**config.mk**
```make
export PLATFORM = sky130hd
export DESIGN_NAME = hazard_ctrl
export DESIGN_NICKNAME = d
export VERILOG_FILES = /design/src/rtl/hazard_ctrl.sv
export SDC_FILE = /design/constraint.sdc
export NUM_CORES = 1
export LEC_CHECK = 0
export ABC_AREA = 1
export CORE_UTILIZATION = 45
export CTS_BUF_LIST = sky130_fd_sc_hd__clkbuf_8
export DETAILED_ROUTE_END_ITERATION = 8
export HOLD_SLACK_MARGIN = 0.15
export PLACE_DENSITY = 0.72
export SKIP_CTS_REPAIR_TIMING = 1
export SLEW_MARGIN = 20
export SYNTH_ARGS = -nofsm -noshare
export SYNTH_HDL_FRONTEND = slang
export SYNTH_SLANG_ARGS = --single-unit
```
**constraint.sdc**
```tcl
create_clock -name clk -period 4.1 [get_ports clk]
set_input_delay 0.615 -clock clk [delete_from_list [all_inputs] [get_ports clk]]
set_output_delay 0.615 -clock clk [all_outputs]
set_load 0.1 [all_outputs]
```
**src/rtl/hazard_ctrl.sv**
```systemverilog
// Decode-stage hazard controller: tracks in-flight destinations for EX/MEM/WB and
// derives forwarding selects plus stall, bubble, flush and freeze controls.
module hazard_ctrl #(
  parameter int unsigned REG_W    = 4,
  parameter int unsigned ZERO_REG = 1,
  parameter int unsigned CNT_W    = 16
) (
  input  logic             clk,
  input  logic             reset_n,
  input  logic             id_valid,
  input  logic [REG_W-1:0] id_rs0,
  input  logic [REG_W-1:0] id_rs1,
  input  logic             id_use0,
  input  logic             id_use1,
  input  logic             id_wr,
  input  logic [REG_W-1:0] id_rd,
  input  logic             id_load,
  input  logic             ex_br_taken,
  input  logic             mem_ready,
  output logic [1:0]       fwd_sel0,
  output logic [1:0]       fwd_sel1,
  output logic             stall_if,
  output logic             stall_id,
  output logic             bubble_ex,
  output logic             flush_id,
  output logic             freeze,
  output logic [CNT_W-1:0] stall_cnt
);

  typedef struct packed {
    logic             v;
    logic             wr;
    logic [REG_W-1:0] rd;
    logic             ld;
  } slot_t;

  slot_t ex_q, ex_d, mem_q, mem_d, wb_q, wb_d;
  logic [CNT_W-1:0] stall_cnt_q, stall_cnt_d, cnt_inc;
  logic m_ex0, m_ex1, m_mem0, m_mem1, m_wb0, m_wb1;
  logic lu;

  function automatic logic slot_match(input slot_t s, input logic [REG_W-1:0] rs,
                                      input logic use_i);
    return s.v & s.wr & use_i & (s.rd == rs) & ~((ZERO_REG != 0) && (rs == '0));
  endfunction

  assign m_ex0  = slot_match(ex_q,  id_rs0, id_use0);
  assign m_ex1  = slot_match(ex_q,  id_rs1, id_use1);
  assign m_mem0 = slot_match(mem_q, id_rs0, id_use0);
  assign m_mem1 = slot_match(mem_q, id_rs1, id_use1);
  assign m_wb0  = slot_match(wb_q,  id_rs0, id_use0);
  assign m_wb1  = slot_match(wb_q,  id_rs1, id_use1);

  // A load in EX cannot forward yet, so a matching reader must wait one cycle.
  assign lu = id_valid & ex_q.ld & (m_ex0 | m_ex1);

  assign cnt_inc   = (&stall_cnt_q) ? stall_cnt_q : stall_cnt_q + CNT_W'(1);
  assign stall_cnt = stall_cnt_q;

  // Forwarding selects: youngest producer wins.
  always_comb begin
    fwd_sel0 = 2'd0;
    fwd_sel1 = 2'd0;
    if (m_ex0 && !ex_q.ld) fwd_sel0 = 2'd1;
    else if (m_mem0)       fwd_sel0 = 2'd2;
    else if (m_wb0)        fwd_sel0 = 2'd3;
    if (m_ex1 && !ex_q.ld) fwd_sel1 = 2'd1;
    else if (m_mem1)       fwd_sel1 = 2'd2;
    else if (m_wb1)        fwd_sel1 = 2'd3;
  end

  // Event resolution in priority order: freeze, branch, load-use, normal advance.
  always_comb begin
    stall_if    = 1'b0;
    stall_id    = 1'b0;
    bubble_ex   = 1'b0;
    flush_id    = 1'b0;
    freeze      = 1'b0;
    ex_d        = ex_q;
    mem_d       = mem_q;
    wb_d        = wb_q;
    stall_cnt_d = stall_cnt_q;
    if (!mem_ready) begin
      freeze      = 1'b1;
      stall_if    = 1'b1;
      stall_id    = 1'b1;
      stall_cnt_d = cnt_inc;
    end else if (ex_br_taken) begin
      flush_id  = 1'b1;
      bubble_ex = 1'b1;
      ex_d      = '0;
      mem_d     = ex_q;
      wb_d      = mem_q;
    end else if (lu) begin
      stall_if    = 1'b1;
      stall_id    = 1'b1;
      bubble_ex   = 1'b1;
      ex_d        = '0;
      mem_d       = ex_q;
      wb_d        = mem_q;
      stall_cnt_d = cnt_inc;
    end else begin
      ex_d  = '{v: id_valid, wr: id_wr, rd: id_rd, ld: id_load};
      mem_d = ex_q;
      wb_d  = mem_q;
    end
  end

  always_ff @(posedge clk) begin
    if (!reset_n) begin
      ex_q        <= '0;
      mem_q       <= '0;
      wb_q        <= '0;
      stall_cnt_q <= '0;
    end else begin
      ex_q        <= ex_d;
      mem_q       <= mem_d;
      wb_q        <= wb_d;
      stall_cnt_q <= stall_cnt_d;
    end
  end

endmodule

```
==> results of run 1 <==
[where the power goes]
part / switching (mW) / total, mW / internal [mW]
combinational: 0.0953 / 0.145 / 0.0494
clock: 0.123 / 0.239 / 0.116
sequential: 0.0117 / 0.364 / 0.352
[tightest hold or removal path: stages, from the launching register on]
cell and delay [ns]:
dfxtp_1 0.32, nand2_1 0.06, a21oi_1 0.05
[cells in the mapped netlist, drive strengths merged]
| cell type | n | area (sq um) |
|---|---|---|
| clkbuf | 5 | 18.8 |
| nand3b | 1 | 7.51 |
| nand2 | 91 | 359 |
| clkinv | 1 | 3.75 |
| xor2 | 5 | 43.8 |
| dfxtp | 35 | 701 |
| o21ai | 18 | 90.1 |
| nand3 | 24 | 125 |
| inv | 45 | 169 |
| nor4 | 2 | 12.5 |
| ha | 1 | 12.5 |
| buf | 6 | 53.8 |
| nor3 | 3 | 20.0 |
| o2111ai | 1 | 8.76 |
| a221oi | 2 | 17.5 |
| xnor2 | 2 | 17.5 |
| nand4 | 12 | 81.3 |
| nor2 | 55 | 214 |
| a21oi | 31 | 159 |
| o22ai | 1 | 6.26 |
[kinds of logic (layout without fill, tap and decap cells)]
kind of cell / after synthesis / in the layout / share of synthesized area, %
compound gates: 53 / 53 / 13.3
xor+xnor: 7 / 7 / 2.89
fa+ha+maj: 1 / 1 / 0.590
buf+inv: 57 / 100 / 11.6
flops: 35 / 35 / 33.0
simple gates: 188 / 188 / 38.6
[placed cells by master (no fill, tap or decap)]
cell             instances
nand4_2                  1
nand4_1                 11
nand3_1                 23
o21ai_1                  2
nor4_1                   2
nor3_2                   1
a21oi_1                 30
o22ai_1                  1
clkbuf_8                 5
o2111ai_1                1
xnor2_1                  2
nand2_4                  1
inv_1                   40
a221oi_1                 2
nor2_2                   3
ha_1                     1
nor2_1                  52
nand2_2                  4
a21oi_2                  1
nand2_1                 86
clkinv_2                 1
buf_4                   10
nor3_1                   2
nand3b_1                 1
dfxtp_1                 35
clkinv_1                 1
nand3_2                  1
clkdlybuf4s50_1         36
inv_2                    6
clkinvlp_4               1
xor2_1                   5
o21ai_0                 16
[final cells by class]
type	count	share of cell area [%]
Timing Repair Buffer	46	16.5
Multi-Input combinational cell	249	44.6
Sequential cell	35	26.6
Clock inverter	3	0.618
Clock buffer	5	2.61
Tap cell	52	2.47
Inverter	46	6.56
[state kept, by name, summed over array words and instances (netlist names)]
signal,flops
wb_q,6
mem_q,6
ex_q,7
stall_cnt,16
[routing by layer]
metal	track usage (%)	part of all wire [%]	vias up
li1	-	-	1177
met5	0	0	-
met3	4.42	4.8	5
met4	6.67	0.81	0
met2	32.6	44	42
met1	29.0	51	946
[through the flow]
| stage | instances | total power [mW] | hold slack, ns | cell area, sq um |
|---|---|---|---|---|
| global placement | 428 | 0.515 | 0.472 | 2550 |
| detailed placement | 428 | 0.516 | 0.475 | 2550 |
| floorplan | 341 | 0.472 | 0.459 | 2120 |
| finish | 436 | 0.747 | 0.484 | 2630 |
| global route | 436 | 0.786 | 0.501 | 2630 |
| CTS | 436 | 0.756 | 0.485 | 2630 |
[final timing paths]
kind	end	slack, ns
setup / recovery	stall_id	1.03
hold / removal	ex_q[0]	0.48
setup reg to reg	stall_cnt[14]	2.35
hold reg to reg	ex_q[0]	0.48
==> flow_metrics.env, run 1 <==
export IMPL_portBuffers=45
export IMPL_tns_ns=0
export IMPL_root_buffer="clkbuf_8"
export IMPL_start_util_pct=47.7
export IMPL_arrival_ns=2.46
export IMPL_crit_path_frequent_cell="nand2_1"
export IMPL_fmax_ghz=0.325
export IMPL_syn2layout_area_growth_pct=24.2
export IMPL_multi_input_area_sq_um=1170
export IMPL_yosysWarnings=0
export IMPL_syn_area_sq_um=2120
export IMPL_grt_pass1_vias=1874
export IMPL_cp_max_fo=33
export IMPL_grt_start_max_net_pins=34
export IMPL_critPathRequiredTime_ns=3.48
export IMPL_gp_congestion=0.855
export IMPL_rr_startpoint="stall_cnt[0]"
export IMPL_fp_dieW_um=70.7
export IMPL_drv_cap=0
export IMPL_avgSynthCellArea_sq_um=6.22
export IMPL_cts_sink_count=35
export IMPL_crit_family="buffers and inverters"
export IMPL_max_slew_margin_pct=31.1
export IMPL_min_period_ns=3.07
export IMPL_grt_overflow_total=0
export IMPL_fin_util_pct=59.3
export IMPL_worstSetupEndpointType="output port"
export IMPL_core_rowCount=24
export IMPL_n_fill_cell=435
export IMPL_drc=8
export IMPL_hold_path_class="reg -> reg"
export IMPL_wl_um=4920
export IMPL_rsz0062_at_grt="no"
export IMPL_avgRoutedWirePerCell_um=11.3
export IMPL_ios=46
export IMPL_powerDensity_nw_per_um2=284
export IMPL_finalSetupViolations=0
export IMPL_dpl_hpwl_um=3670
export IMPL_slew_violations=0
export IMPL_startpoint="id_rs1[0]"
export IMPL_synth_cell_type_count=33
export IMPL_fin_crit_sh_pct=75.0
export IMPL_antenna_found_initial=0
export IMPL_ys_ff_latch=35
export IMPL_hold_viol_final=0
export IMPL_r2r_cells=8
export IMPL_cts_path_max_buffers=2
export IMPL_clock_latency_ns=0.28
export IMPL_ys_seq_area_share_pct=33.0
export IMPL_layout_nets=405
export IMPL_num_vias=2170
export IMPL_tritoncts="done"
export IMPL_numCtsBuffers=5
export IMPL_worstMarginPinSlew_ns=1.03
export IMPL_cp_slowest_cell="clkdlybuf4s50_1"
export IMPL_regArea_sq_um=701
export IMPL_coreArea_sq_um=4440
export IMPL_routed_via_density=4.98
export IMPL_synthCells=341
export IMPL_criticalPathCategory="in -> out"
export IMPL_ant_nets=0
export IMPL_worstHoldStart="ex_q[0]"
export IMPL_cp_num_cells=10
export IMPL_diodes=0
export IMPL_dieArea_sq_um=4990
export IMPL_layout_setup_ws_ns=1.03
export IMPL_grt_usage_pct=20.9
export IMPL_cp_start_kind="input pin"
export IMPL_slowest_delay_ns=0.59
export IMPL_grt_pass1_wl_um=8360
export IMPL_finClkSkew_ns=0.00848
export IMPL_die_h_um=70.7
export IMPL_path_buf_inv=3
export IMPL_first_pass_iters=6
export IMPL_h_tree_depth=2
export IMPL_status="complete, but fails checks"
export IMPL_clk_pin_slew_ns=0.06
export IMPL_min_path_cells=2
export IMPL_place_ws_ns=1.05
export IMPL_ir_worst_vdd_mv=0.242
export IMPL_syn_nets=363
export IMPL_power_leakage_nw=1.18
export IMPL_violations="DRC"
export IMPL_first_iter_violations=159
export IMPL_layout_drive_gt1_share_pct=9.11
export IMPL_crit_chain="clkdlybuf4s50_1, inv_2, nand2_1, nand2_1, nor2_1, nand3_1, nand2_1, nand3_2, nand2_4, buf_4"
(Power assumes the default switching activity.)
==> inputs of run 2 (changes only) <==
==> constraint.sdc (replaced) <==
create_clock -name clk -period 3 [get_ports clk]
set_input_delay 0.45 -clock clk [delete_from_list [all_inputs] [get_ports clk]]
set_output_delay 0.45 -clock clk [all_outputs]
set_load 0.1 [all_outputs]
==> run 2 against run 1 <==
The run still ends with DRC left; combinational power up 46%; register-to-register slack worse by 1.2 ns; routed wire length is 6.0% higher; die area stayed put; power increased by 63%; via count rose by 2.9%; first-iteration DRC count increased by 13%; critical path type unchanged; largest cell class unchanged.
==> flow_metrics.env, run 2 (same netlist as run 1, synthesis figures left out) <==
export IMPL_cts_path_max_buffers=2
export IMPL_place_ws_ns=0.376
export IMPL_num_vias=2232
export IMPL_dieArea_sq_um=4990
export IMPL_die_h_um=70.7
export IMPL_grt_pass1_vias=2007
export IMPL_avgRoutedWirePerCell_um=11.9
export IMPL_grt_pass1_wl_um=8950
export IMPL_fmax_ghz=0.375
export IMPL_layout_setup_ws_ns=0.335
export IMPL_tritoncts="done"
export IMPL_first_pass_iters=6
export IMPL_hold_viol_final=0
export IMPL_arrival_ns=2.21
export IMPL_cp_max_fo=8
export IMPL_layout_drive_gt1_share_pct=14.2
export IMPL_ios=46
export IMPL_drv_cap=0
export IMPL_fin_crit_sh_pct=88.8
export IMPL_timing_rr_end="stall_cnt[8]"
export IMPL_regArea_sq_um=701
export IMPL_intPower_uw=890
export IMPL_min_period_ns=2.66
export IMPL_power_frac_seq_pct=40.9
export IMPL_finClkSkew_ns=0.00667
export IMPL_gp_congestion=0.887
export IMPL_dpl_hpwl_um=3930
export IMPL_tns_ns=0
export IMPL_numCtsBuffers=5
export IMPL_antenna_found_initial=0
export IMPL_power_frac_clock_pct=41.7
export IMPL_layout_nets=408
export IMPL_root_buffer="clkbuf_8"
export IMPL_grt_usage_pct=22.4
export IMPL_cp_start_kind="input pin"
export IMPL_ant_nets=0
export IMPL_finalSetupViolations=0
export IMPL_worstHoldStart="ex_q[6]"
export IMPL_hold_path_class="reg -> reg"
export IMPL_r2r_cells=12
export IMPL_wl_um=5210
export IMPL_n_fill_cell=420
export IMPL_multi_input_area_sq_um=1170
export IMPL_whs_endpoint="ex_q[6]"
export IMPL_drc=6
export IMPL_coreArea_sq_um=4440
export IMPL_slew_violations=0
export IMPL_routed_via_density=5.08
export IMPL_criticalPathCategory="in -> out"
export IMPL_worstMarginPinSlew_ns=0.525
export IMPL_rr_startpoint="ex_q[4]"
export IMPL_worstSetupEndpointType="output port"
export IMPL_status="complete, but fails checks"
export IMPL_p_switching_uw=328
export IMPL_design_area_sq_um=2780
export IMPL_syn2layout_area_growth_pct=31.1
export IMPL_grt_start_max_net_pins=29
export IMPL_reg2reg_setup_slack_ns=1.15
export IMPL_rsz0062_at_grt="no"
export IMPL_hold_ws_ns=0.483
export IMPL_largest_reg_flops=16
export IMPL_diodes=0
export IMPL_clock_latency_ns=0.28
export IMPL_final_common_cell="nand2_1"
export IMPL_ir_worst_vdd_mv=0.403
export IMPL_cts_sink_count=35
export IMPL_portBuffers=45
export IMPL_fp_dieW_um=70.7
export IMPL_violations="DRC"
export IMPL_h_tree_depth=2
export IMPL_grt_overflow_total=0
export IMPL_powerDensity_nw_per_um2=438
export IMPL_layout_common_cells="86 x nand2_1, 52 x nor2_1, 39 x inv_1"
export IMPL_power_leakage_nw=1.28
export IMPL_start_util_pct=47.7
export IMPL_clk_pin_slew_ns=0.07
export IMPL_first_iter_violations=180
export IMPL_p_comb_share_pct=17.3
export IMPL_placed_cell_area_sq_um=2640
export IMPL_core_rowCount=24
export IMPL_max_slew_margin_pct=64.9
export IMPL_p_sw_share_pct=26.9
export IMPL_min_path_cells=2
export IMPL_critPathRequiredTime_ns=2.55
==> run 2: changes by cell type in the layout (fill, tap and decap cells not counted), sizes merged <==
| cell | previous run | this run |
|---|---|---|
| buf | 10 | 29 |
| bufinv | 0 | 2 |
| clkdlybuf4s50 | 36 | 20 |
| clkinv | 2 | 1 |
| inv | 46 | 45 |
==> run 2: routing by layer <==
layer | track usage, % | part of all wire (%)
met4 | 7.33 | 1.6
met3 | 6.27 | 5.2
met1 | 30.9 | 48
met2 | 34.1 | 45
met5 | 0 | 0
==> run 2: final cells by class <==
cell class	instances	share of cell area [%]
Multi-Input combinational cell	249	42.3
Timing Repair Buffer	49	19.1
Clock inverter	3	2.43
Sequential cell	35	25.2
Inverter	46	6.21
Tap cell	52	2.34
Clock buffer	5	2.48
==> run 2: power by group through the flow <==
| stage | clock [mW] | combinational (mW) | sequential [mW] |
|---|---|---|---|
| 2_1_floorplan | 0 | 0.116 | 0.528 |
| 3_3_place_gp | 0 | 0.209 | 0.509 |
| 3_5_place_dp | 0 | 0.210 | 0.509 |
| 4_1_cts | 0.521 | 0.211 | 0.498 |
| 5_1_grt | 0.542 | 0.230 | 0.501 |
| 6_report | 0.508 | 0.211 | 0.498 |
==> run 2: critical path, stage by stage <==
cell and delay (ns):
clkdlybuf4s50_1 0.59, inv_2 0.06, nand2_1 0.05, nand2_1 0.05
nor2_1 0.17, nand3_1 0.10, nand2_1 0.10, nand2_1 0.17
o21ai_1 0.26, buf_12 0.21
==> run 2: how the worst max path moves through the flow <==
stage | start | to | slack, ns
detailed placement | id_rs0[2] | bubble_ex | 0.38
CTS | id_rs1[3] | bubble_ex | 0.37
global placement | id_rs0[0] | bubble_ex | 0.40
finish | id_rs1[3] | bubble_ex | 0.34
floorplan | mem_ready | bubble_ex | -0.42
global route | id_rs1[0] | bubble_ex | 0.21
==> run 2: per-stage QoR <==
stage          std cells  power, mW  utilization (%)
2_1_floorplan        341      0.645                -
3_3_place_gp         431      0.717             59.5
3_5_place_dp         431      0.719             59.5
4_1_cts              439       1.23             62.6
5_1_grt              439       1.27             62.6
6_report             439       1.22             62.6
==> RTL edit 1: new RTL, config.mk and constraints of run 2 <==
The parameter `ZERO_REG` goes from 1 to 0.
--- a/src/rtl/hazard_ctrl.sv
+++ b/src/rtl/hazard_ctrl.sv
@@ -2,7 +2,7 @@
 // derives forwarding selects plus stall, bubble, flush and freeze controls.
 module hazard_ctrl #(
   parameter int unsigned REG_W    = 4,
-  parameter int unsigned ZERO_REG = 1,
+  parameter int unsigned ZERO_REG = 0,
   parameter int unsigned CNT_W    = 16
 ) (
   input  logic             clk,
Check against the original RTL: not equivalent (a bounded check fails within 4 cycles, from zero or initial values and one cycle with reset_n low).
==> RTL edit 1 against run 2 <==
Global-route usage decreased by 0.78 points; total power is 11% lower; area after synthesis shrank 1.7%; final area shrank 2.7%; fmax is 3.6% higher; setup slack gained 94 ps; wire length is 5.2% lower; sequential cell count is the same; critical path type unchanged.
==> RTL edit 1: results (changes against run 2) <==
INFO  metric numPortBuffers = 45 (unchanged)
INFO  metric rr_startpoint = ex_q[1]
INFO  metric layout-drive-gt1-share = 0.122 (-0.0201)
INFO  metric post_synth_main_area_contributors = dfxtp_1, nand2_1, nor2_1, inv_1, a21oi_1
INFO  metric grt_total_ovfl = 0 (unchanged)
INFO  metric worst_setup_hold_path_clk_slew = 70 ps (about the same)
INFO  metric clock_latency_late_sink = 290 ps
INFO  metric r2r_slack = 1140 ps
INFO  metric status = completed
INFO  metric detailed_place.area = 2620 sq um (-0.76%)
INFO  metric number_of_antenna_violations_at_the_first_check_in_global_routing = 0 (unchanged)
INFO  metric routed_len_inst = 11.5 um (-3.0%)
INFO  metric synth_cell_types = 25 (-24%)
INFO  metric cts.root.buffer_cell = clkbuf_8
INFO  metric crit_start = id_rs0[0]
INFO  metric critical_path_arrival = 2120 ps (-90 ps)
INFO  metric max_ffs_per_register = 16 (unchanged)
INFO  metric timing.critical_path.fanout_max = 4 (-4)
INFO  metric leakagePower = 1.28 nW (+0.12%)
INFO  metric post_drt_via_cell_ratio = 4.97 (-2.3%)
INFO  metric vias_in_the_first_global_route = 2005 (-0.10%)
INFO  metric multi_input_comb_area = 1160 sq um (-1.1%)
INFO  metric fin_skew = 8.44 ps (+1.78 ps)
INFO  metric irDropWorstVdd = 0.224 mV (-45%)
INFO  metric yosysSeqAreaShare = 0.336 (+0.00555)
INFO  metric grt_first_pass_wirelength = 8.61 mm (-3.8%)
INFO  metric cts-root-to-sink-buffers = 2 (unchanged)
INFO  metric insertedDiodeCount = 0 (unchanged)
INFO  metric async_reset_ff_frac = 0 (unchanged)
INFO  metric grt_start_max_net_pins = 18 (-38%)
INFO  metric hold_path.startpoint = ex_q[2]
INFO  metric max_slew.worst_pin.slew = 620 ps (+95.7 ps)
INFO  metric place.gp.congestion = 0.915 (+3.2%)
INFO  metric numCtsBuffers = 5 (unchanged)
INFO  metric nets = 398 (-2.5%)
INFO  metric dr.pass1.iters = 4 (-2)
INFO  metric synth.top_cells.by_count = nand2_1, nor2_1, inv_1
INFO  metric p_sw_frac = 0.328 (+0.0590)
INFO  metric power.share.sequential = 0.466 (+0.057)
INFO  metric ys.flop_type = dfxtp_1
INFO  metric worst_path_largest_cell_delay = 540 ps (-50 ps)
INFO  metric initialDrtViolationCount = 136 (-24%)
INFO  metric dp_hpwl = 3.78 mm (-3.6%)
INFO  metric final.fill_count = 424 (+0.95%)
INFO  metric synthesis.nets = 353 (-2.8%)
INFO  metric p_total = 1.09 mW (-11%)
INFO  metric hold_path_class = reg -> reg
INFO  metric path_delay_family = simple AND/OR/NAND/NOR gates
INFO  metric pwr.group.clock = 0.324 mW (-36%)
INFO  metric cpMaxStageDelayCell = clkdlybuf4s50_1
INFO  metric ys.warnings.count = 0 (unchanged)
INFO  metric grt.total_usage = 0.217 (-0.00777)
INFO  metric cts_htree_levels = 2 (unchanged)
==> RTL edit 1: cell types whose count changed after synthesis, moves of 7 or more <==
cell,run 2,this run
xnor2_1,2,11
nor2_1,52,62
nand3_1,23,15
a21oi_1,30,23
nand2_1,86,77
==> RTL edit 1: metal layers <==
metal	track usage	part of all wire	vias up
li1	-	-	1133
met1	0.259	0.44	936
met2	0.374	0.49	52
met3	0.0491	0.047	10
met4	0.0867	0.023	0
met5	0	0	-
==> RTL edit 1: area by class of cell <==
cell class                      count  share of cell area
Multi-Input combinational cell    241               0.430
Sequential cell                    35               0.259
Timing Repair Buffer               49               0.196
Inverter                           44              0.0611
Clock buffer                        5              0.0254
Tap cell                           52              0.0241
Clock inverter                      3             0.00463
==> RTL edit 1: worst paths after layout <==
kind                  endpoint  depth (start not counted)
hold / removal         ex_q[2]                          2
setup / recovery   fwd_sel0[1]                          8
setup reg to reg  stall_cnt[1]                         12
hold reg to reg        ex_q[2]                          2
==> RTL edit 1: cell families (layout without fill, tap and decap cells) <==
| family | Yosys count | in the layout | share of synthesized area |
|---|---|---|---|
| xor+xnor | 17 | 17 | 0.0714 |
| buf+inv | 55 | 101 | 0.109 |
| fa+ha+maj | 1 | 1 | 0.00600 |
| flops | 35 | 35 | 0.336 |
| compound gates | 39 | 39 | 0.0936 |
| simple gates | 184 | 184 | 0.385 |
==> RTL edit 1: through the flow <==
stage,hold WS [ps],setup WS [ps],utilization,std cells
after global routing,526,251,0.613,429
after global placement,475,471,0.594,421
after detailed placement,475,448,0.594,421
after CTS,486,441,0.613,429
after floorplan,458,49.9,-,331
final,486,429,0.613,429
==> RTL edit 2: new RTL, settings of run 2 <==
Made on the original files. Make the reset (`reset_n`) asynchronous in one clocked block.
--- a/src/rtl/hazard_ctrl.sv
+++ b/src/rtl/hazard_ctrl.sv
@@ -106,7 +106,7 @@
     end
   end
 
-  always_ff @(posedge clk) begin
+  always_ff @(posedge clk or negedge reset_n) begin
     if (!reset_n) begin
       ex_q        <= '0;
       mem_q       <= '0;
Function: differs if reset_n is asserted again (counterexample within 4 cycles, from zero or initial values and one cycle with reset_n low); with reset_n held inactive, the same outputs for 4 cycles.
==> RTL edit 2 against run 2 <==
Area after synthesis up 4.4%; sequential cell count unchanged; final area up 3.4%; critical path depth unchanged; core utilization down 1.7 points; setup slack better by 69 ps; wire length up 3.1%; critical path type unchanged.
Power is not compared: it rests on default switching activity, and its combinational part moved more than twofold at a synthesized area within 25%.
==> RTL edit 2: results (changes against run 2) <==
INFO  metric status = completed
INFO  metric fin_skew = 11.5 ps (+4.79 ps)
INFO  metric routed_len_inst = 12.3 um (+3.4%)
INFO  metric async_reset_ff_frac = 1.00 (+1.00)
INFO  metric vias_after_detailed_routing = 2186 (-2.1%)
INFO  metric initialDrtViolationCount = 128 (-29%)
INFO  metric dpl_worst_slack = 433 ps (+56.9 ps)
INFO  metric stdcell_count = 438 (-0.23%)
INFO  metric critical_path_arrival = 2150 ps (-60 ps)
INFO  metric cts_htree_levels = 2 (unchanged)
INFO  metric cts-root-to-sink-buffers = 2 (unchanged)
INFO  metric ys.flop_type = dfrtp_1
INFO  metric worst_setup_hold_path_clk_slew = 80 ps
INFO  metric post_synth_main_area_contributors = dfrtp_1, nand2_1, inv_1, nand3_1, nor2_1
INFO  metric vias_in_the_first_global_route = 2119 (+5.6%)
INFO  metric grt.total_usage = 0.227 (+0.00248)
INFO  metric nets = 392 (-3.9%)
INFO  metric numPortBuffers = 45 (unchanged)
INFO  metric synth_cell_types = 26 (-21%)
INFO  metric insertedDiodeCount = 0 (unchanged)
INFO  metric cpMaxStageDelayCell = clkdlybuf4s50_1
INFO  metric max_slew_margin = 0.701 (+0.0524)
INFO  metric max_ffs_per_register = 16 (unchanged)
INFO  metric cts.root.buffer_cell = clkbuf_8
INFO  metric dr.pass1.iters = 4 (-2)
INFO  metric r2r.worst_path.cells = 7 (-5)
INFO  metric timing.critical_path.fanout_max = 25 (+17)
INFO  metric grt_first_pass_wirelength = 9.09 mm (+1.5%)
INFO  metric placed_cells = 430 (-0.23%)
INFO  metric layout-drive-gt1-share = 0.113 (-0.0289)
INFO  metric place.gp.congestion = 0.905 (+2.1%)
INFO  metric synth.top_cells.by_count = nand2_1, inv_1, dfrtp_1
INFO  metric timing.final.setup_violations = 0 (unchanged)
INFO  metric grt_start_max_net_pins = 36 (+24%)
INFO  metric dp_hpwl = 4.01 mm (+2.2%)
INFO  metric yosysSeqAreaShare = 0.396 (+0.0653)
INFO  metric postSynthAreaPerCell = 6.85 sq um (+10%)
INFO  metric final.fill_count = 467 (+11%)
INFO  metric detailed_place.area = 2770 sq um (+4.8%)
INFO  metric synthesis.nets = 345 (-5.0%)
RTL edit 2: path summary, 6_finish.rpt:
kind / from / to / slack, ps
setup / recovery: id_rs0[0] / stall_id / 400
hold / removal: wb_q[5] / wb_q[5] / 480
setup reg to reg: stall_cnt[0] / stall_cnt[1] / 1150
hold reg to reg: wb_q[5] / wb_q[5] / 480
max in group asynchronous: reset_n / stall_cnt[5] / 2110
min in group asynchronous: reset_n / mem_q[2] / 570
RTL edit 2: cell type report:
class / count / area share
multi-input combinational: 239 / 0.394
sequential: 35 / 0.305
timing repair buffer: 48 / 0.182
inverter: 41 / 0.0535
clock buffer: 7 / 0.0335
tap: 67 / 0.0292
clock inverter: 1 / 0.00261
RTL edit 2: per-stage QoR:
stage / total power [mW] / util
floorplan: 0.974 / -
global placement: 1.12 / 0.586
detailed placement: 1.13 / 0.586
CTS: 1.53 / 0.608
global route: 1.58 / 0.608
finish: 1.50 / 0.608
RTL edit 2: cells by family after synthesis:
kind of cell | after synthesis | synth area share
adders and majority gates | 1 | 0.00565
xor gates and xnor gates | 16 | 0.0633
buffers and inverters | 49 | 0.0921
and+or+nand+nor | 197 | 0.375
AOI/OAI and AO/OA | 25 | 0.0678
DFF | 35 | 0.396
RTL edit 2: power breakdown:
group	total [mW]	switching, mW	internal [mW]
sequential	0.592	0.0671	0.525
clock	0.385	0.176	0.209
combinational	0.526	0.383	0.144
RTL edit 2: layer usage:
layer  track usage  up-vias  part of all wire
li1              -     1116                 -
met1         0.262      988              0.44
met2         0.397       67              0.48
met3        0.0472       15             0.052
met4         0.115        0             0.033
met5             0        -                 0
RTL edit 2: critical path: cells and delay by family:
family | cells | cell delay, ps
buffers and inverters | 2 | 820
and+or+nand+nor | 8 | 870
